$ cat src/rtl/multi_debounce_pulse.sv
// N-channel pushbutton conditioner: 2-flop sync, tick-sampled stable-count debounce, press/release pulses.
// Optional auto-repeat of the press pulse is built when DEBOUNCE_AUTOREPEAT_EN is defined.
`timescale 1ns/1ps
module multi_debounce_pulse #(
  parameter int N_BTN        = 5,
  parameter int TICK_DIV     = 100000,
  parameter int STABLE_CNT   = 4,
  parameter int REPEAT_DELAY = 500,
  parameter int REPEAT_RATE  = 100
) (
  input  logic             CLOCK,
  input  logic             RESET_N,
  input  logic [N_BTN-1:0] PUSHBUTTON,
  output logic [N_BTN-1:0] LEVEL,
  output logic [N_BTN-1:0] SINGLE_PULSE,
  output logic [N_BTN-1:0] RELEASE_PULSE,
  output logic             SAMPLE_TICK
);

  localparam int TW = (TICK_DIV > 1) ? $clog2(TICK_DIV) : 1;
  localparam int CW = $clog2(STABLE_CNT + 1);
  localparam logic [TW-1:0] TICK_LAST = TW'(TICK_DIV - 1);
  localparam logic [CW-1:0] CNT_DONE  = CW'(STABLE_CNT);
  localparam logic [CW-1:0] CNT_ONE   = CW'(1);
  localparam logic [CW-1:0] CNT_ZERO  = {CW{1'b0}};

  typedef enum logic [1:0] {
    ST_LOW          = 2'd0,
    ST_CONFIRM_HIGH = 2'd1,
    ST_HIGH         = 2'd2,
    ST_CONFIRM_LOW  = 2'd3
  } state_e;

  logic [N_BTN-1:0] sync1_q, sync2_q;
  logic [TW-1:0]    tick_cnt_q, tick_cnt_d;
  logic             tick_q, tick_d;
  state_e           state_q [N_BTN];
  state_e           state_d [N_BTN];
  logic [CW-1:0]    cnt_q [N_BTN];
  logic [CW-1:0]    cnt_d [N_BTN];
  logic [N_BTN-1:0] level_q, level_d, press_q, press_d, rel_q, rel_d;
  logic [N_BTN-1:0] rep_fire_s;

  // Tick is registered so it reads 0 in reset; it is high while the counter sits at TICK_DIV-1.
  always_comb begin
    if (tick_cnt_q == TICK_LAST) begin
      tick_cnt_d = {TW{1'b0}};
    end else begin
      tick_cnt_d = tick_cnt_q + TW'(1);
    end
    tick_d = (tick_cnt_d == TICK_LAST);
  end

  // Per-channel debounce FSM, advanced only on sample ticks.
  always_comb begin
    for (int i = 0; i < N_BTN; i++) begin
      state_d[i] = state_q[i];
      cnt_d[i]   = cnt_q[i];
      if (tick_q) begin
        case (state_q[i])
          ST_LOW: begin
            if (sync2_q[i]) begin
              cnt_d[i]   = CNT_ONE;
              state_d[i] = (STABLE_CNT == 1) ? ST_HIGH : ST_CONFIRM_HIGH;
            end else begin
              cnt_d[i] = CNT_ZERO;
            end
          end
          ST_CONFIRM_HIGH: begin
            if (sync2_q[i]) begin
              cnt_d[i] = cnt_q[i] + CNT_ONE;
              if (cnt_q[i] + CNT_ONE == CNT_DONE) begin
                state_d[i] = ST_HIGH;
              end else begin
                state_d[i] = ST_CONFIRM_HIGH;
              end
            end else begin
              cnt_d[i]   = CNT_ZERO;
              state_d[i] = ST_LOW;
            end
          end
          ST_HIGH: begin
            if (!sync2_q[i]) begin
              cnt_d[i]   = CNT_ONE;
              state_d[i] = (STABLE_CNT == 1) ? ST_LOW : ST_CONFIRM_LOW;
            end else begin
              cnt_d[i] = CNT_ZERO;
            end
          end
          ST_CONFIRM_LOW: begin
            if (!sync2_q[i]) begin
              cnt_d[i] = cnt_q[i] + CNT_ONE;
              if (cnt_q[i] + CNT_ONE == CNT_DONE) begin
                state_d[i] = ST_LOW;
              end else begin
                state_d[i] = ST_CONFIRM_LOW;
              end
            end else begin
              cnt_d[i]   = CNT_ZERO;
              state_d[i] = ST_HIGH;
            end
          end
          default: begin
            cnt_d[i]   = CNT_ZERO;
            state_d[i] = ST_LOW;
          end
        endcase
      end else begin
        state_d[i] = state_q[i];
      end
      level_d[i] = (state_d[i] == ST_HIGH) || (state_d[i] == ST_CONFIRM_LOW);
    end
  end

`ifdef DEBOUNCE_AUTOREPEAT_EN
  localparam int RMAX = (REPEAT_DELAY > REPEAT_RATE) ? REPEAT_DELAY : REPEAT_RATE;
  localparam int RW   = $clog2(RMAX + 1);
  localparam logic [RW-1:0] REP_DELAY_V = RW'(REPEAT_DELAY);
  localparam logic [RW-1:0] REP_RATE_V  = RW'(REPEAT_RATE);

  logic [RW-1:0]    rep_cnt_q [N_BTN];
  logic [RW-1:0]    rep_cnt_d [N_BTN];
  logic [N_BTN-1:0] rep_first_q, rep_first_d;

  // Repeat timer restarts on the press; fires only while the level stays high, so never with a release.
  always_comb begin
    for (int i = 0; i < N_BTN; i++) begin
      rep_cnt_d[i]   = rep_cnt_q[i];
      rep_first_d[i] = rep_first_q[i];
      rep_fire_s[i]  = 1'b0;
      if (level_d[i] && !level_q[i]) begin
        rep_cnt_d[i]   = {RW{1'b0}};
        rep_first_d[i] = 1'b1;
      end else if (tick_q && level_d[i] && level_q[i]) begin
        if (rep_cnt_q[i] + RW'(1) == (rep_first_q[i] ? REP_DELAY_V : REP_RATE_V)) begin
          rep_fire_s[i]  = 1'b1;
          rep_cnt_d[i]   = {RW{1'b0}};
          rep_first_d[i] = 1'b0;
        end else begin
          rep_cnt_d[i] = rep_cnt_q[i] + RW'(1);
        end
      end else begin
        rep_fire_s[i] = 1'b0;
      end
    end
  end

  // Repeat timer state.
  always_ff @(posedge CLOCK or negedge RESET_N) begin
    if (!RESET_N) begin
      for (int i = 0; i < N_BTN; i++) begin
        rep_cnt_q[i] <= {RW{1'b0}};
      end
      rep_first_q <= {N_BTN{1'b0}};
    end else begin
      rep_cnt_q   <= rep_cnt_d;
      rep_first_q <= rep_first_d;
    end
  end
`else
  logic rep_unused_s;
  assign rep_unused_s = (REPEAT_DELAY > REPEAT_RATE);
  assign rep_fire_s   = {N_BTN{1'b0}};
`endif

  // Pulses are derived from the next level so they line up with the registered LEVEL edge.
  always_comb begin
    press_d = (level_d & ~level_q) | rep_fire_s;
    rel_d   = ~level_d & level_q;
  end

  // Synchronisers, tick counter, channel state and registered outputs.
  always_ff @(posedge CLOCK or negedge RESET_N) begin
    if (!RESET_N) begin
      sync1_q    <= {N_BTN{1'b0}};
      sync2_q    <= {N_BTN{1'b0}};
      tick_cnt_q <= {TW{1'b0}};
      tick_q     <= 1'b0;
      for (int i = 0; i < N_BTN; i++) begin
        state_q[i] <= ST_LOW;
        cnt_q[i]   <= CNT_ZERO;
      end
      level_q <= {N_BTN{1'b0}};
      press_q <= {N_BTN{1'b0}};
      rel_q   <= {N_BTN{1'b0}};
    end else begin
      sync1_q    <= PUSHBUTTON;
      sync2_q    <= sync1_q;
      tick_cnt_q <= tick_cnt_d;
      tick_q     <= tick_d;
      state_q    <= state_d;
      cnt_q      <= cnt_d;
      level_q    <= level_d;
      press_q    <= press_d;
      rel_q      <= rel_d;
    end
  end

  assign LEVEL         = level_q;
  assign SINGLE_PULSE  = press_q;
  assign RELEASE_PULSE = rel_q;
  assign SAMPLE_TICK   = tick_q;

endmodule

$ cat config.mk
export PLATFORM = sky130hd
export DESIGN_NAME = multi_debounce_pulse
export DESIGN_NICKNAME = d
export VERILOG_FILES = /design/src/rtl/multi_debounce_pulse.sv
export SDC_FILE = /design/constraint.sdc
export NUM_CORES = 1
export LEC_CHECK = 0
export CAP_MARGIN = 20
export CORE_AREA = 2 2 86 88
export DETAILED_ROUTE_END_ITERATION = 8
export DIE_AREA = 0 0 88 90
export PLACE_DENSITY = 0.66
export SLEW_MARGIN = 40
export SYNTH_ARGS = -nofsm -noshare
export SYNTH_HDL_FRONTEND = slang
export SYNTH_SLANG_ARGS = --single-unit
$ cat constraint.sdc
create_clock -name CLOCK -period 1.6 [get_ports CLOCK]
set_input_delay 0.24 -clock CLOCK [delete_from_list [all_inputs] [get_ports CLOCK]]
set_output_delay 0.24 -clock CLOCK [all_outputs]
set_load 0.05 [all_outputs]
==> results of run 1 <==
-- logic make-up (layout without fill, tap and decap cells) --
family,Yosys count,after routing,synth area share [%]
simple gates,91,91,16.1
fa+ha+maj,16,16,6.49
buf+inv,45,91,6.73
compound gates,41,41,8.31
xor+xnor,20,20,5.67
mux,5,5,1.62
flops,68,68,55.1
-- critical path, cell delays in order, from the launching register on --
cell	delay, ns
dfrtp_1	0.41
ha_4	0.17
and4_4	0.24
nand4b_1	0.12
a21oi_2	0.17
o2111ai_2	0.14
nor4b_2	0.27
-- layer usage --
layer | up-vias | global-route usage, %
li1 | 1036 | -
met1 | 1022 | 16.9
met2 | 42 | 23.9
met3 | 9 | 5.23
met4 | 0 | 6.54
met5 | - | 0
-- area by class of cell --
cell class	instances	share of cell area (%)
clock inverters	6	1.27
repair buffers	44	9.96
clock buffers	10	3.69
well taps	99	3.32
multi-input cells	173	32.9
inverters	31	3.12
flip-flops and latches	68	45.8
-- cell usage after synthesis, types with 2 or more instances --
library cell	instances	area (µm²)
nand2b_1	5	31.3
xor2_1	12	105
xnor2_1	8	70.1
dfrtp_1	68	1700
a31oi_1	4	25.0
nand2_1	24	90.1
nor2_1	17	63.8
inv_1	31	116
and2_4	2	17.5
nand3_1	15	75.1
nand4b_1	3	26.3
mux2i_1	5	50.1
o211ai_1	5	37.5
o21ai_0	12	60.1
and4_1	4	35.0
buf_2	4	20.0
ha_1	16	200
and3_1	2	12.5
nand3b_1	2	15.0
o22ai_1	10	62.6
buf_6	4	45.0
nor2b_1	2	12.5
and2_1	7	43.8
a21oi_1	3	15.0
clkbuf_1	5	18.8
-- repair_timing --
item,in CTS,in global routing
pin swaps,0,8
endpoints found under the setup margin,11,10
hold endpoints to repair,68,0
gates resized for setup,5,10
hold buffers,1,0
buffers inserted,1,0
-- flip-flops by register name (all words and copies together) (netlist names) --
| name | count |
|---|---|
| tick_cnt_q | 17 |
| cnt_q | 15 |
| state_q | 10 |
| LEVEL | 5 |
| RELEASE_PULSE | 5 |
| SINGLE_PULSE | 5 |
| sync1_q | 5 |
| sync2_q | 5 |
| SAMPLE_TICK | 1 |
-- path summary, 6_finish.rpt --
kind / start / to / cells past startpoint
hold reg to reg: sync1_q[4]$_DFF_PN0_ / sync2_q[4]$_DFF_PN0_ / 0
hold / removal: PUSHBUTTON[0] / sync1_q[0]$_DFF_PN0_ / 1
setup reg to reg: tick_cnt_q[0]$_DFF_PN0_ / SAMPLE_TICK$_DFF_PN0_ / 6
max in group asynchronous: RESET_N / SAMPLE_TICK$_DFF_PN0_ / 3
min in group asynchronous: RESET_N / sync2_q[2]$_DFF_PN0_ / 3
setup / recovery: tick_cnt_q[0]$_DFF_PN0_ / SAMPLE_TICK$_DFF_PN0_ / 6
-- through the flow --
| stage | cells | total power, W |
|---|---|---|
| finish | 431 | 0.00310 |
| global route | 431 | 0.00323 |
| CTS | 431 | 0.00315 |
| detailed placement | 413 | 0.00183 |
| global placement | 413 | 0.00183 |
| floorplan | 286 | 0.00178 |
-- power breakdown --
part           internal, W  switching, W
sequential         0.00173    0.00000582
clock             0.000614      0.000689
combinational    0.0000211     0.0000386
total              0.00236      0.000734
==> results_dict.tcl, run 1 <==
set metrics [dict create \
    status "finished with violations" \
    cts.sink_count 68 \
    crit_required_ns 1.85 \
    grt-ovfl-total 0 \
    tns_ns -0.0144 \
    whs_ns 0.325 \
    cts_inserted_buffers 9 \
    start_kind "register" \
    maxCapViolCount 0 \
    dr_total_vias 2109 \
    initial_core_util_pct 44.0 \
    p_per_area_nw_per_um2 831 \
    cts-root-buf "clkbuf_8" \
    leakagePower_nw 1.80 \
    port_buffers 22 \
    drc 0 \
    holdCritPathClass "in -> reg" \
    place_area_um2 3480 \
    crit_type "reg -> reg" \
    dr_wl_met3_um 233 \
    ir_drop_mv 0.485 \
    num_rows 31 \
    clock_path_buffers 2 \
    io_pins 23 \
    ant_nets 0 \
    top_layer "met4" \
    relSlewSlack_pct 77.5 \
    hpwl_um 3580 \
    post-route-worst-setup-slack_ns -0.0144 \
    clk_latency_ns 0.35 \
    netlist_area_um2 3090 \
    fmax_ghz 0.619 \
    pre_cts_ws_ns -0.0614 \
    finalMaxSlewViolations 0 \
    fillers 601 \
    finalHoldViolCount 0 \
    drive_gt1_share_pct 21.7 \
    ys_seq_area_share_pct 55.1 \
    synthFlopType "dfrtp_1" \
    ys_seq_elements 68 \
    syn-instance-count 286 \
    nNetsFinal 350 \
    rsz0062_at_grt "yes" \
    crit_path_end_kind "register" \
    die_area_um2 7920 \
    area_growth_pct 20.8 \
    antenna_found_initial 0 \
    htree_levels 3 \
    met1Wirelength_um 2260 \
    crit_fanout 4 \
    regToRegSetupSlack_ns -0.01 \
    die_x_um 88 \
    min_period_ns 1.61 \
    yosys_warnings 0 \
    ys_types 41 \
    n_antenna_cell 0 \
    cp_data_arrival_time_ns 1.87 \
    vias_per_cell 4.89 \
    firstDrtPassIters 4 \
    grt_pass1_vias 2112 \
    tightest_slew_ns 0.328 \
    grt_use_total_pct 14.6 \
    setup_viol 1 \
    grt_max_degree 69 \
    multi_input_area_um2 1230 \
    violations "setup timing" \
    avgSynthCellArea_um2 10.8 \
    design_area_um2 3730 \
    syn_nets 309 \
    clk_pin_slew_worst_paths_ns 0.07 \
    final_cell_mix "dfrtp_1, buf_4, inv_1, nand2_1, nor2_1" \
    final_common_cell "dfrtp_1" \
    core_area_um2 7020 \
    die_h_um 90 \
    drt_wl_total_um 5310 \
    fin_util_pct 53.1 \
    wl_per_cell_um 12.3 \
    dr_wl_met2_um 2730 \
    synth-edff-count 0 \
    gp_congestion 0.859 \
    ff_latch_area_um2 1710 \
    finClkSkew_ns 0.0110 \
    period_share_pct 101 \
    synthArstFlopShare_pct 100 \
    drt_iter0_markers 111 \
    cts_tree "yes" \
    grt_pass1_wl_um 8980 \
]
(Power assumes the default switching activity.)
==> run 2: changes to the inputs <==
Settings changed: CAP_MARGIN 20 to unset, CTS_BUF_LIST set to sky130_fd_sc_hd__clkbuf_2 sky130_fd_sc_hd__clkbuf_4 sky130_fd_sc_hd__clkbuf_8.
==> results of run 2 <==
The final DEF is identical to that of run 1; final timing and power are the same.
==> patch 1 (settings of run 2) <==
Remove the register `press_q`: a continuous assignment takes its place, so the output `SINGLE_PULSE` follows one clock earlier.
--- a/src/rtl/multi_debounce_pulse.sv
+++ b/src/rtl/multi_debounce_pulse.sv
@@ -181,7 +181,6 @@
         cnt_q[i]   <= CNT_ZERO;
       end
       level_q <= {N_BTN{1'b0}};
-      press_q <= {N_BTN{1'b0}};
       rel_q   <= {N_BTN{1'b0}};
     end else begin
       sync1_q    <= PUSHBUTTON;
@@ -191,10 +190,11 @@
       state_q    <= state_d;
       cnt_q      <= cnt_d;
       level_q    <= level_d;
-      press_q    <= press_d;
       rel_q      <= rel_d;
     end
   end
+
+  assign press_q = press_d;
 
   assign LEVEL         = level_q;
   assign SINGLE_PULSE  = press_q;
Check against the original RTL: no difference found for any inputs over 10 cycles, from zero or initial values and one cycle with RESET_N low; that may be too few to reach the edited logic, so the function may still have changed.
==> patch 1 against run 2 <==
- cell area is 11% higher
- area after synthesis is 4.1% lower
- critical path type is now reg2out
- core utilization is 5.7 points higher
- wire length is 8.7% higher
- highest routed layer unchanged
- largest cell class unchanged
- clock skew hardly changed
- critical path depth is 1 higher
- first-iteration DRC count is 1.8% higher
- sequential cell count is 5 lower
- via count is 4.4% higher
- the run still ends with negative setup slack left
- power is 0.51% lower
- setup slack worse by 0.32 ns
==> patch 1: results <==
set metrics [dict create \
    synth_fa_ha_area_share_pct 6.76 \
    port_buffers 22 \
    route.layer.met1.wl_um 2520 \
    synthTopCellsByCount "dfrtp_1, inv_1, nand2_1, nor2_1, ha_1" \
    violations "negative setup slack" \
    grt_pass1_vias 2096 \
    grt_use_total_pct 15.3 \
    drive_gt1_share_pct 35.8 \
    wl_met2_um 3000 \
    grt_max_degree 64 \
    cts_resized 30 \
    leakage_nw 1.87 \
    worstPathMaxFanout 2 \
    dp_hpwl_um 3580 \
    synth.area.mux_share_pct 1.69 \
    met3_length_um 179 \
    vdd_drop_max_uv 362 \
    dr.first_iter.drc_count 113 \
    clock_skew_ns 0.0107 \
    finalSetupViolCount 12 \
    syn_nets 304 \
    wl_um 5770 \
    synth-seq-area-share_pct 53.2 \
    via_per_inst 4.85 \
    crit_arrival_ns 1.69 \
    grt_pass1_wl_um 9410 \
    routabilityCongestion 0.815 \
    fin_tns_setup_ns -1.52 \
    synth_area_leaders "dfrtp_1, ha_1, inv_1" \
    max-slew-margin-rel_pct 77.6 \
    outcome "finished, violations left" \
    antenna_found_initial 0 \
    layout.nets 373 \
    dp_worst_setup_slack_ns -0.0928 \
    num-fill-cells 572 \
    synthXorXnorAreaFrac_pct 5.91 \
    path_delay_family "flip-flops" \
    cts_setup_buffers 8 \
    finalWorstSetupSlack_ns -0.329 \
    synth_compound_gate_area_share_pct 8.66 \
]
[patch 1: cell types whose count changed in the layout (fill, tap and decap cells not counted), sizes merged]
cell	delta
bufinv	+1
dfrtp	-5
buf	+28
inv	-1
[patch 1: stage by stage]
stage	area (um2)	std cells
global route	4130	454
detailed placement	3560	422
finish	4130	454
global placement	3560	422
CTS	3980	447
floorplan	3020	281
[patch 1: cell type report]
| type | count | area (um2) | area share [%] |
|---|---|---|---|
| clock buffer | 10 | 138 | 3.33 |
| clock inverter | 6 | 68.8 | 1.67 |
| inverter | 31 | 116 | 2.82 |
| multi-input combinational | 173 | 1450 | 35.1 |
| sequential | 63 | 1580 | 38.3 |
| tap | 99 | 124 | 3.00 |
| timing repair buffer | 72 | 653 | 15.8 |
[patch 1: worst reg2reg max path, stage by stage (launching register included)]
cell,delay (ns)
dfrtp_1,0.43
nor2_2,0.18
nor4bb_2,0.35
and4bb_2,0.34
buf_12,0.16
a21oi_2,0.04
[patch 1: final timing paths]
path	startpoint	endpoint	slack [ns]	depth (start not counted)
setup / recovery	cnt_q[9]	SINGLE_PULSE[1]	-0.33	7
hold / removal	PUSHBUTTON[2]	sync1_q[2]	0.33	1
setup reg to reg	tick_cnt_q[11]	tick_cnt_q[7]	-0.01	5
hold reg to reg	sync1_q[4]	sync2_q[4]	0.35	0
max in group asynchronous	RESET_N	SAMPLE_TICK	0.86	3
min in group asynchronous	RESET_N	state_q[4]	0.44	3
[patch 1: metal layers]
metal / vias to the layer above / GRT usage [%]
met4: 0 / 5.77
met1: 1081 / 20.0
met3: 11 / 4.68
met5: - / 0
li1: 1082 / -
met2: 27 / 23.6
[patch 1: power breakdown]
group,internal [mW],switching [mW]
logic,0.0214,0.0377
registers,1.60,0.00713
clock network,0.766,0.646
==> patch 2 (settings of run 2) <==
Without the edit above. Set the parameter `N_BTN` to 6 (it was 5).
--- a/src/rtl/multi_debounce_pulse.sv
+++ b/src/rtl/multi_debounce_pulse.sv
@@ -2,7 +2,7 @@
 // Optional auto-repeat of the press pulse is built when DEBOUNCE_AUTOREPEAT_EN is defined.
 `timescale 1ns/1ps
 module multi_debounce_pulse #(
-  parameter int N_BTN        = 5,
+  parameter int N_BTN        = 6,
   parameter int TICK_DIV     = 100000,
   parameter int STABLE_CNT   = 4,
   parameter int REPEAT_DELAY = 500,
Interface: changed (resized LEVEL, PUSHBUTTON, RELEASE_PULSE and SINGLE_PULSE); port bits go from 23 to 27. No check against the original RTL was run, so the function may have changed too.
==> patch 2 against run 2 <==
- the run still ends with negative setup slack left
- cell area grew 15%
- area after synthesis grew 11%
- clock power grew 9%
- setup slack lost 0.11 ns
- wire length grew 10%
- critical endpoint unchanged
- highest routed layer unchanged
- sequential cell count grew 10
- count of clock-buffer cells in the layout is the same
- power grew 13%
- sequential power grew 14%
- via count grew 11%
==> patch 2: results <==
set metrics [dict create \
    drc 0 \
    max-slew-margin-rel_pct 73.6 \
    topRoutingLayerUsed "met4" \
    yosysUniqueCellTypes 37 \
    wire_per_inst_um 12.2 \
    route.layer.met1.wl_um 2540 \
    cts.htree.levels 3 \
    met3_length_um 184 \
    clock_skew_ns 0.00790 \
    synth-seq-area-share_pct 56.9 \
    ctsRootBufferMaster "clkbuf_8" \
    finalSetupViolCount 1 \
    grt_max_degree 30 \
    dp_hpwl_um 4310 \
    synth_cells 312 \
    synthTopCellsByCount "dfrtp_1, inv_1, nand2_1, nand3_1" \
    sequentialPowerShare_pct 57.1 \
    fin_tns_setup_ns -0.122 \
    drive_gt1_share_pct 24.1 \
    finalWorstSetupSlack_ns -0.122 \
    grt_use_total_pct 16.5 \
    vdd_drop_max_uv 440 \
    ff2ff_path_depth 5 \
    antenna_found_initial 0 \
    dr.first_iter.drc_count 93 \
    leakage_nw 2.11 \
    stdcell_count 480 \
    grt_pass1_vias 2321 \
    synth_area_leaders "dfrtp_1, ha_1, inv_1" \
    grt_pass1_wl_um 9980 \
    layout.nets 404 \
    dp.cells 464 \
    clkTransAtPathRegs_ns 0.08 \
    cts.path.max_buffers 2 \
    synthArstFlopShare_pct 100 \
    wl_met2_um 2990 \
    violations "negative setup slack" \
    outcome "finished, violations left" \
    yosys_warnings 0 \
    port_buffers 26 \
    p_sw_share_pct 21.4 \
    insertion_delay_ns 0.34 \
    hp-class "in2reg" \
    worstPathMaxFanout 4 \
    routabilityCongestion 0.860 \
    drt_first_pass_iters 4 \
    via_per_inst 4.87 \
    top_regs "cnt_q: 18 flops, tick_cnt_q: 17 flops, state_q: 12 flops" \
    pwr-share-comb_pct 2.1 \
    cts_setup_buffers 0 \
    syn_nets 339 \
    crit_arrival_ns 1.97 \
    dpl-instance-area_um2 4030 \
    cell_internal_pwr_mw 2.74 \
]
-- patch 2: critical path: stages (launching register included) --
cell and delay, ns:
dfrtp_1 0.41, ha_2 0.21, nand4_1 0.13, or3_4 0.36
o31a_1 0.29, nor4_2 0.23
-- patch 2: final cells by class --
| type | instances | area [um2] |
|---|---|---|
| clock buffers | 10 | 131 |
| clock inverters | 5 | 58.8 |
| well taps | 99 | 124 |
| repair buffers | 65 | 559 |
| multi-input cells | 186 | 1330 |
| fillers | 576 | 2730 |
| inverters | 37 | 139 |
| flip-flops and latches | 78 | 1950 |
-- patch 2: final timing paths --
check | slack, ns | endpoint | startpoint
max | -0.12 | SAMPLE_TICK | tick_cnt_q[0]
min | 0.33 | sync1_q[2] | PUSHBUTTON[2]
max reg2reg | -0.12 | SAMPLE_TICK | tick_cnt_q[0]
min reg2reg | 0.35 | sync2_q[3] | sync1_q[3]
max in group asynchronous | 0.71 | tick_cnt_q[6] | RESET_N
min in group asynchronous | 0.37 | state_q[5] | RESET_N
-- patch 2: kinds of logic (layout without fill, tap and decap cells) --
| group | after synthesis | after routing | share of synthesized area, % |
|---|---|---|---|
| simple gates | 102 | 102 | 15.9 |
| mux | 7 | 7 | 2.04 |
| flops | 78 | 78 | 56.9 |
| fa+ha+maj | 19 | 19 | 6.93 |
| compound gates | 38 | 38 | 6.82 |
| buf+inv | 48 | 117 | 6.31 |
| xor+xnor | 20 | 20 | 5.11 |
-- patch 2: repair_timing --
action                     CTS  global route
hold endpoints to repair    26             0
hold buffers                 1             0
setup endpoints to repair    5            12
pin swaps                    5             8
gates resized for setup      4            11
-- patch 2: layer usage --
layer | global-route usage (%) | vias up
li1 | - | 1167
met1 | 19.4 | 1126
met2 | 27.4 | 31
met3 | 4.68 | 15
met4 | 7.95 | 0
met5 | 0 | -
